**config.mk**
```make
export PLATFORM = sky130hd
export DESIGN_NAME = alu_wb_stage
export DESIGN_NICKNAME = d
export VERILOG_FILES = /design/src/rtl/alu_pkg.sv /design/src/rtl/wb_cond_eval.sv /design/src/rtl/alu_wb_stage.sv
export SDC_FILE = /design/constraint.sdc
export NUM_CORES = 1
export LEC_CHECK = 0
export CORE_MARGIN = 2
export CORE_UTILIZATION = 38
export DETAILED_ROUTE_END_ITERATION = 16
export GPL_TIMING_DRIVEN = 1
export PLACE_DENSITY = 0.78
export SLEW_MARGIN = 30
export SYNTH_ARGS = -nofsm -noshare
export SYNTH_HDL_FRONTEND = slang
export SYNTH_SLANG_ARGS = --single-unit
```
**constraint.sdc**
```tcl
create_clock -name clk -period 1.9 [get_ports clk]
set_input_delay 0.19 -clock clk [delete_from_list [all_inputs] [get_ports clk]]
set_output_delay 0.19 -clock clk [all_outputs]
set_load 0.01 [all_outputs]
```
**src/rtl/alu_pkg.sv**
```systemverilog
// Shared definitions for the picoMIPS ALU and its write-back stage.
// Function codes, flag bit positions and branch condition codes.
package alu_pkg;

  typedef enum logic [2:0] {
    RA   = 3'd0,
    RB   = 3'd1,
    RADD = 3'd2,
    RSUB = 3'd3,
    RAND = 3'd4,
    ROR  = 3'd5,
    RXOR = 3'd6,
    RNOR = 3'd7
  } alu_fn_t;

  localparam int FLAG_V = 3;
  localparam int FLAG_N = 2;
  localparam int FLAG_Z = 1;
  localparam int FLAG_C = 0;

  typedef enum logic [2:0] {
    BR_NEVER  = 3'd0,
    BR_ALWAYS = 3'd1,
    BR_EQ     = 3'd2,
    BR_NE     = 3'd3,
    BR_LT     = 3'd4,
    BR_GE     = 3'd5,
    BR_CS     = 3'd6,
    BR_CC     = 3'd7
  } br_cond_t;

endpackage

```
**src/rtl/wb_cond_eval.sv**
```systemverilog
// Branch condition evaluator over a {V,N,Z,C} flag vector.
// Purely combinational; shared with the branch unit.
module wb_cond_eval
  import alu_pkg::*;
(
  input  logic [2:0] br_cond,
  input  logic [3:0] flags,
  output logic       taken
);

  logic lt;
  assign lt = flags[FLAG_N] ^ flags[FLAG_V];

  always_comb begin
    taken = 1'b0;
    unique case (br_cond_t'(br_cond))
      BR_NEVER:  taken = 1'b0;
      BR_ALWAYS: taken = 1'b1;
      BR_EQ:     taken = flags[FLAG_Z];
      BR_NE:     taken = !flags[FLAG_Z];
      BR_LT:     taken = lt;
      BR_GE:     taken = !lt;
      BR_CS:     taken = flags[FLAG_C];
      BR_CC:     taken = !flags[FLAG_C];
      default:   taken = 1'b0;
    endcase
  end

endmodule

```
**src/rtl/alu_wb_stage.sv**
```systemverilog
// One-entry write-back register behind the ALU with operand
// forwarding, architectural flags and retired-op counter.
module alu_wb_stage
  import alu_pkg::*;
#(
  parameter int n  = 8,
  parameter int AW = 3,
  parameter int CW = 16
) (
  input  logic          clk,
  input  logic          reset,
  input  logic          ex_valid,
  output logic          ex_ready,
  input  logic [n-1:0]  ex_result,
  input  logic [3:0]    ex_flags,
  input  logic          ex_wr_en,
  input  logic [AW-1:0] ex_wr_addr,
  input  logic          ex_flags_en,
  output logic          wb_valid,
  input  logic          wb_ready,
  output logic          wb_wr_en,
  output logic [AW-1:0] wb_addr,
  output logic [n-1:0]  wb_data,
  input  logic [AW-1:0] rs_addr,
  input  logic [AW-1:0] rt_addr,
  input  logic [n-1:0]  rs_data,
  input  logic [n-1:0]  rt_data,
  output logic [n-1:0]  op_a,
  output logic [n-1:0]  op_b,
  input  logic [2:0]    br_cond,
  output logic          br_taken,
  output logic [3:0]    flags_q,
  output logic [CW-1:0] retired
);

  logic          valid_q, valid_d;
  logic          we_q, we_d;
  logic [AW-1:0] addr_q, addr_d;
  logic [n-1:0]  data_q, data_d;
  logic [3:0]    flg_q, flg_d;
  logic [CW-1:0] ret_q, ret_d;
  logic          accept, retire;
  logic          fwd_ok;

  assign ex_ready = !valid_q || wb_ready;
  assign accept   = ex_valid && ex_ready;
  assign retire   = valid_q && wb_ready;

  always_comb begin
    valid_d = valid_q;
    we_d    = we_q;
    addr_d  = addr_q;
    data_d  = data_q;
    flg_d   = flg_q;
    ret_d   = ret_q;
    if (accept) begin
      valid_d = 1'b1;
      we_d    = ex_wr_en;
      addr_d  = ex_wr_addr;
      data_d  = ex_result;
    end else if (retire) begin
      valid_d = 1'b0;
    end
    // Flags commit at accept so the next branch sees them.
    if (accept && ex_flags_en) flg_d = ex_flags;
    if (retire) ret_d = ret_q + CW'(1);
  end

  always_ff @(posedge clk) begin
    if (reset) begin
      valid_q <= 1'b0;
      we_q    <= 1'b0;
      addr_q  <= '0;
      data_q  <= '0;
      flg_q   <= '0;
      ret_q   <= '0;
    end else begin
      valid_q <= valid_d;
      we_q    <= we_d;
      addr_q  <= addr_d;
      data_q  <= data_d;
      flg_q   <= flg_d;
      ret_q   <= ret_d;
    end
  end

  assign wb_valid = valid_q;
  assign wb_addr  = addr_q;
  assign wb_data  = data_q;
  assign wb_wr_en = valid_q && we_q && (addr_q != '0);
  assign flags_q  = flg_q;
  assign retired  = ret_q;

  // r0 is hard-wired zero, so it is never a forwarding source.
  assign fwd_ok = valid_q && we_q && (addr_q != '0);
  assign op_a = (fwd_ok && addr_q == rs_addr) ? data_q : rs_data;
  assign op_b = (fwd_ok && addr_q == rt_addr) ? data_q : rt_data;

  wb_cond_eval u_cond (
    .br_cond (br_cond),
    .flags   (flg_q),
    .taken   (br_taken)
  );

endmodule

```
## Word-level counts from Yosys, hierarchy flattened

Cells that the tools add are included.

- Add/subtract/negate cells: 1
- Eq/ne operators: 9
- Muxes and demuxes: 5
- Bitwise operators: 1
- Reduce and logical (&&, ||, !) cells: 15

Operator list:

| cell | count |
|---|---|
| 16-bit by 1-bit adder with 16-bit output (second input constant) | 1 |
| 8-bit two-way mux | 2 |
| 3-bit == test (second input constant) | 4 |
| 1-bit one-hot mux with 8 select lines | 1 |
| 1-bit logical AND | 7 |
| 3-bit by 2-bit == test with 1-bit output (second input constant) | 2 |
| 3-bit == test | 2 |
| 1-bit zero test | 4 |
| 3-bit by 1-bit == test with 1-bit output (second input constant) | 1 |
| 3-bit zero test | 1 |
| 3-bit nonzero test | 1 |
| 1-bit two-way mux | 2 |
| 2-bit nonzero test | 1 |
| 1-bit logical OR | 1 |
| 1-bit bitwise XOR | 1 |

- Register bits after elaboration: 33
- Input bits: 46
- Output and inout bits: 51
- Logic and storage cells: 37

## Longest topological paths before layout

- Word-level depth: 4
- Mapped depth: 6

## Hierarchy

From an unflattened synthesis, not the netlist that was laid out.

- Cells, all modules: 193
- Area total of the unflattened synthesis: 1,670.4 sq um

By module, submodules not included:

| module | times used | cells each | area an instance (sq um) | sequential area each (sq um) |
|---|---|---|---|---|
| alu_wb_stage | 1 | 188 | 1,616.6 | 660.6 |
| wb_cond_eval | 1 | 5 | 53.8 | 0.0 |

## Least setup slack after synthesis

Ideal clock, no wire load.

- Path type: register to output
- Start: reg valid_q, in the netlist wb_valid
- End: out op_a[0]
- Arrival time: 1.563 ns
- Required time: 1.710 ns
- Path slack: 0.147 ns
- Stages on the path, launching flop included: 4
- Buffers on the path: 0
- Path through: dfxtp_1 -> o311ai_4 -> nor4_4 -> mux2_2

- Word-level cells in the longest chain between the ends: 4

RTL lines:

| element | line | text |
|---|---|---|
| start, declared | alu_wb_stage.sv:36 | `logic valid_q, valid_d;` |
| start signal, assigned | alu_wb_stage.sv:78 | `valid_q <= valid_d;` |
| 1-bit logical AND (2 in series) | alu_wb_stage.sv:95 | `assign fwd_ok = valid_q && we_q && (addr_q != '0);` |
| 1-bit logical AND | alu_wb_stage.sv:96 | `assign op_a = (fwd_ok && addr_q == rs_addr) ? data_q : rs_data;` |
| 8-bit two-way mux | alu_wb_stage.sv:96 |  |
| end, declared | alu_wb_stage.sv:28 | `output logic [n-1:0] op_a,` |

Every way passes these cells.

## Worst setup path after layout

- Start: reg addr_q[2], in the netlist wb_addr[2]
- End: out op_b[6]

- Word-level cells in the longest chain between the ends: 4
- Elaborated cells between the ends (all ways): 5
- Those cells by class: 1 x eq/ne; 1 x mux; 3 x reduce/logical

RTL lines:

| element | line | text |
|---|---|---|
| start, declared | alu_wb_stage.sv:38 | `logic [AW-1:0] addr_q, addr_d;` |
| start signal, assigned | alu_wb_stage.sv:80 | `addr_q <= addr_d;` |
| 3-bit nonzero test | alu_wb_stage.sv:95 |  |
| 1-bit logical AND | alu_wb_stage.sv:95 |  |
| 1-bit logical AND (*) | alu_wb_stage.sv:97 | `assign op_b = (fwd_ok && addr_q == rt_addr) ? data_q : rt_data;` |
| 8-bit two-way mux (*) | alu_wb_stage.sv:97 |  |
| end, declared | alu_wb_stage.sv:29 | `output logic [n-1:0] op_b,` |

Mark *: on every way between the ends. The rest lies on a longest branch, timed or not.

==> results.py <==
metrics = {
    "placed_design": {
        "place_hpwl_um": 3630,
        "dpl_worst_slack_ns": -0.368,
        "placedCellCount": 345,
        "gp_congestion": 0.786,
        "io_buffers": 96,
    },
    "detailed_routing": {
        "drc": 0,
        "top_layer": "met4",
        "routedLengthMet1_um": 2140,
        "final_antenna_net_count": 0,
        "met2_length_um": 2800,
        "route.met3.wl_um": 285,
        "drt_iter0_drc": 48,
        "wl_per_cell_um": 14.8,
        "first_pass_iters": 4,
        "wirelength_um": 5350,
        "dr_total_vias": 1795,
        "via_per_inst": 4.97,
    },
    "timing": {
        "fin_skew_ns": 0.00552,
        "hold_viol": 0,
        "setup_ws_ns": -0.180,
        "tns_ns": -1.89,
        "period_share": 1.09,
        "timing.fmax_ghz": 0.481,
        "rsz0062_at_grt": "true",
        "period_needed_ns": 2.08,
        "tightest_slew_ns": 0.412,
        "slew_headroom": 0.725,
        "drv_slew": 0,
        "final-setup-viol-count": 16,
        "whs_ns": 0.449,
    },
    "synthesis": {
        "ys.flop_type": "dfxtp_1",
        "ys_ff_latch": 33,
        "syn-num-nets": 237,
        "ys_types": 30,
        "synth_enable_flop_cells": 0,
        "yosys_warnings": 0,
        "netlist_instances": 190,
        "mappedNetlistArea_mm2": 0.00166,
        "async_flop_share": 0,
        "avgSynthCellArea_um2": 8.71,
        "ys_seq_area_frac": 0.399,
    },
    "layout": {
        "nets": 355,
        "syn2layout_area_growth_pct": 85.6,
        "num_antenna_cells": 0,
        "final_common_cell": "clkdlybuf4s50_1",
        "drive_above_1_share": 0.249,
        "layout_common_cells": "clkdlybuf4s50_1, nand2_1, dfxtp_1, buf_6, a21oi_1",
        "fin_cells": 361,
    },
    "pwr": {
        "p_comb_frac": 0.211,
        "power.share.clock": 0.342,
        "share_seq_of_total_power": 0.447,
        "p_leak_uw": 0.00119,
        "switching_share": 0.240,
        "p_int_uw": 1260,
        "ir_drop_uv": 441,
        "switching_power_uw": 397,
        "power_uw": 1660,
        "power_density_mw_per_mm2": 539,
    },
    "clocking": {
        "cts_buffers": 5,
        "cts_tree": "done",
        "clk_pin_slew_ns": 0.06,
        "cts_buffer_depth": 2,
        "holdBufCountCts": 0,
        "cts.sinks": 33,
        "worstSkewPairLatency_ns": 0.28,
        "ctsHtreeMaxLevel": 2,
        "clockRootBuffer": "clkbuf_8",
    },
    "global_routing": {
        "track_usage": 0.220,
        "grt_max_degree": 34,
        "grt_pass1_vias": 1752,
        "grt_remaining_overflow": 0,
        "antenna_found_initial": 0,
        "grt_pass1_wl_um": 8650,
    },
    "critical_path": {
        "critPathKind": "flip-flop to primary output",
        "slowest_stage": "dfxtp_4",
        "critPathLaunchType": "flip-flop",
        "slowest_delay_ns": 0.36,
        "end_kind": "primary output",
        "cp_max_fo": 7,
        "arrival_ns": 1.89,
        "crit_top_cell": "buf_6",
        "path_cells": "buf_6, xor2_2, nor4_4, buf_6, buf_4, mux2_4, buf_6",
        "required_ns": 1.71,
    },
    "floorplanning": {
        "coreArea_mm2": 0.00426,
        "ioPinCount": 97,
        "die_x_um": 70,
        "row_count": 24,
        "die_h_um": 70,
        "dieArea_mm2": 0.00490,
        "initial_utilization": 0.388,
    },
    "min_path": {
        "holdCritPathClass": "input pin to flip-flop",
    },
    "flow_run": {
        "cap_viol_max_count": 0,
    },
    "outcome": {
        "status": "finished, violations left",
        "violations": "setup timing",
    },
}
## worst max-delay path: cells and delay by family (launching register included)
kind	cells	cell delay, ns
DFF	1	0.36
xor gates and xnor gates	1	0.15
and+or+nand+nor	1	0.24
buffers and inverters	4	0.57
muxes	1	0.29
## sequential cells by signal, indices dropped and copies added (netlist names)
name	cells
flags_q	4
retired	16
wb_addr	3
wb_data	8
wb_valid	1
we_q	1
## worst paths after layout
| check | from | slack (ns) | depth (start not counted) | end |
|---|---|---|---|---|
| worst max-delay path | wb_addr[2]$_SDFFE_PP0P_ | -0.18 | 7 | op_b[6] |
| worst min-delay path | ex_wr_addr[0] | 0.45 | 3 | wb_addr[0]$_SDFFE_PP0P_ |
| worst max register to register | retired[7]$_SDFFE_PP0P_ | 0.26 | 4 | retired[15]$_SDFFE_PP0P_ |
| worst min register to register | flags_q[1]$_SDFFE_PP0P_ | 0.48 | 2 | flags_q[1]$_SDFFE_PP0P_ |
## synth_stat cells, types with 2 or more instances
library cell / instances / area [µm²]
nor2_1: 13 / 48.8
nand3_1: 10 / 50.1
mux2_2: 16 / 180
a21oi_1: 23 / 115
nand2_1: 38 / 143
inv_1: 3 / 11.3
nor3_1: 2 / 10.0
nor4_4: 2 / 42.5
dfxtp_1: 33 / 661
clkbuf_1: 4 / 15.0
xnor2_1: 6 / 52.6
xor2_1: 13 / 114
o21ai_0: 3 / 15.0
nand4_1: 5 / 31.3
buf_2: 3 / 15.0
and4_2: 2 / 20.0
## metal layers
layer,GRT usage,vias to the layer above
li1,-,888
met1,0.250,845
met2,0.390,53
met3,0.0447,9
met4,0.107,0
met5,0,-
## power groups by stage
| stage | registers, µW | logic (µW) | clock network, µW |
|---|---|---|---|
| finish | 741 | 350 | 567 |
| global placement | 752 | 317 | 0 |
| floorplan | 761 | 103 | 0 |
| global route | 744 | 373 | 614 |
| CTS | 740 | 344 | 578 |
| detailed placement | 754 | 321 | 0 |
## area by class of cell
type / count / area [µm²]
inverter: 3 / 11.3
clock inverter: 1 / 5.00
multi-input combinational: 146 / 1030
fill: 314 / 1190
tap: 52 / 65.1
sequential: 33 / 669
clock buffer: 7 / 96.3
timing repair buffer: 119 / 1190
## cells by family (layout without fill, tap and decap cells)
| kind of cell | Yosys count | in the layout | synth area share |
|---|---|---|---|
| DFF | 33 | 33 | 0.399 |
| buffers and inverters | 11 | 130 | 0.0317 |
| muxes | 16 | 16 | 0.109 |
| adders and majority gates | 1 | 1 | 0.00756 |
| AOI/OAI and AO/OA | 29 | 29 | 0.104 |
| and+or+nand+nor | 81 | 81 | 0.248 |
| xor gates and xnor gates | 19 | 19 | 0.101 |
## repair_timing
action,4_1_cts,5_1_grt
endpoints found under the hold margin,0,0
resized for setup,106,11
endpoints found under the setup margin,17,16
buffers inserted,8,0
gates cloned,0,0
pin swaps,3,1
## through the flow
| stage | area (µm²) | utilization |
|---|---|---|
| finish | 3070 | 0.721 |
| global route | 3070 | 0.721 |
| CTS | 3030 | 0.711 |
| detailed placement | 2750 | 0.646 |
| global placement | 2750 | 0.646 |
| floorplan | 1660 | - |
Power figures use the tool's default switching activity.
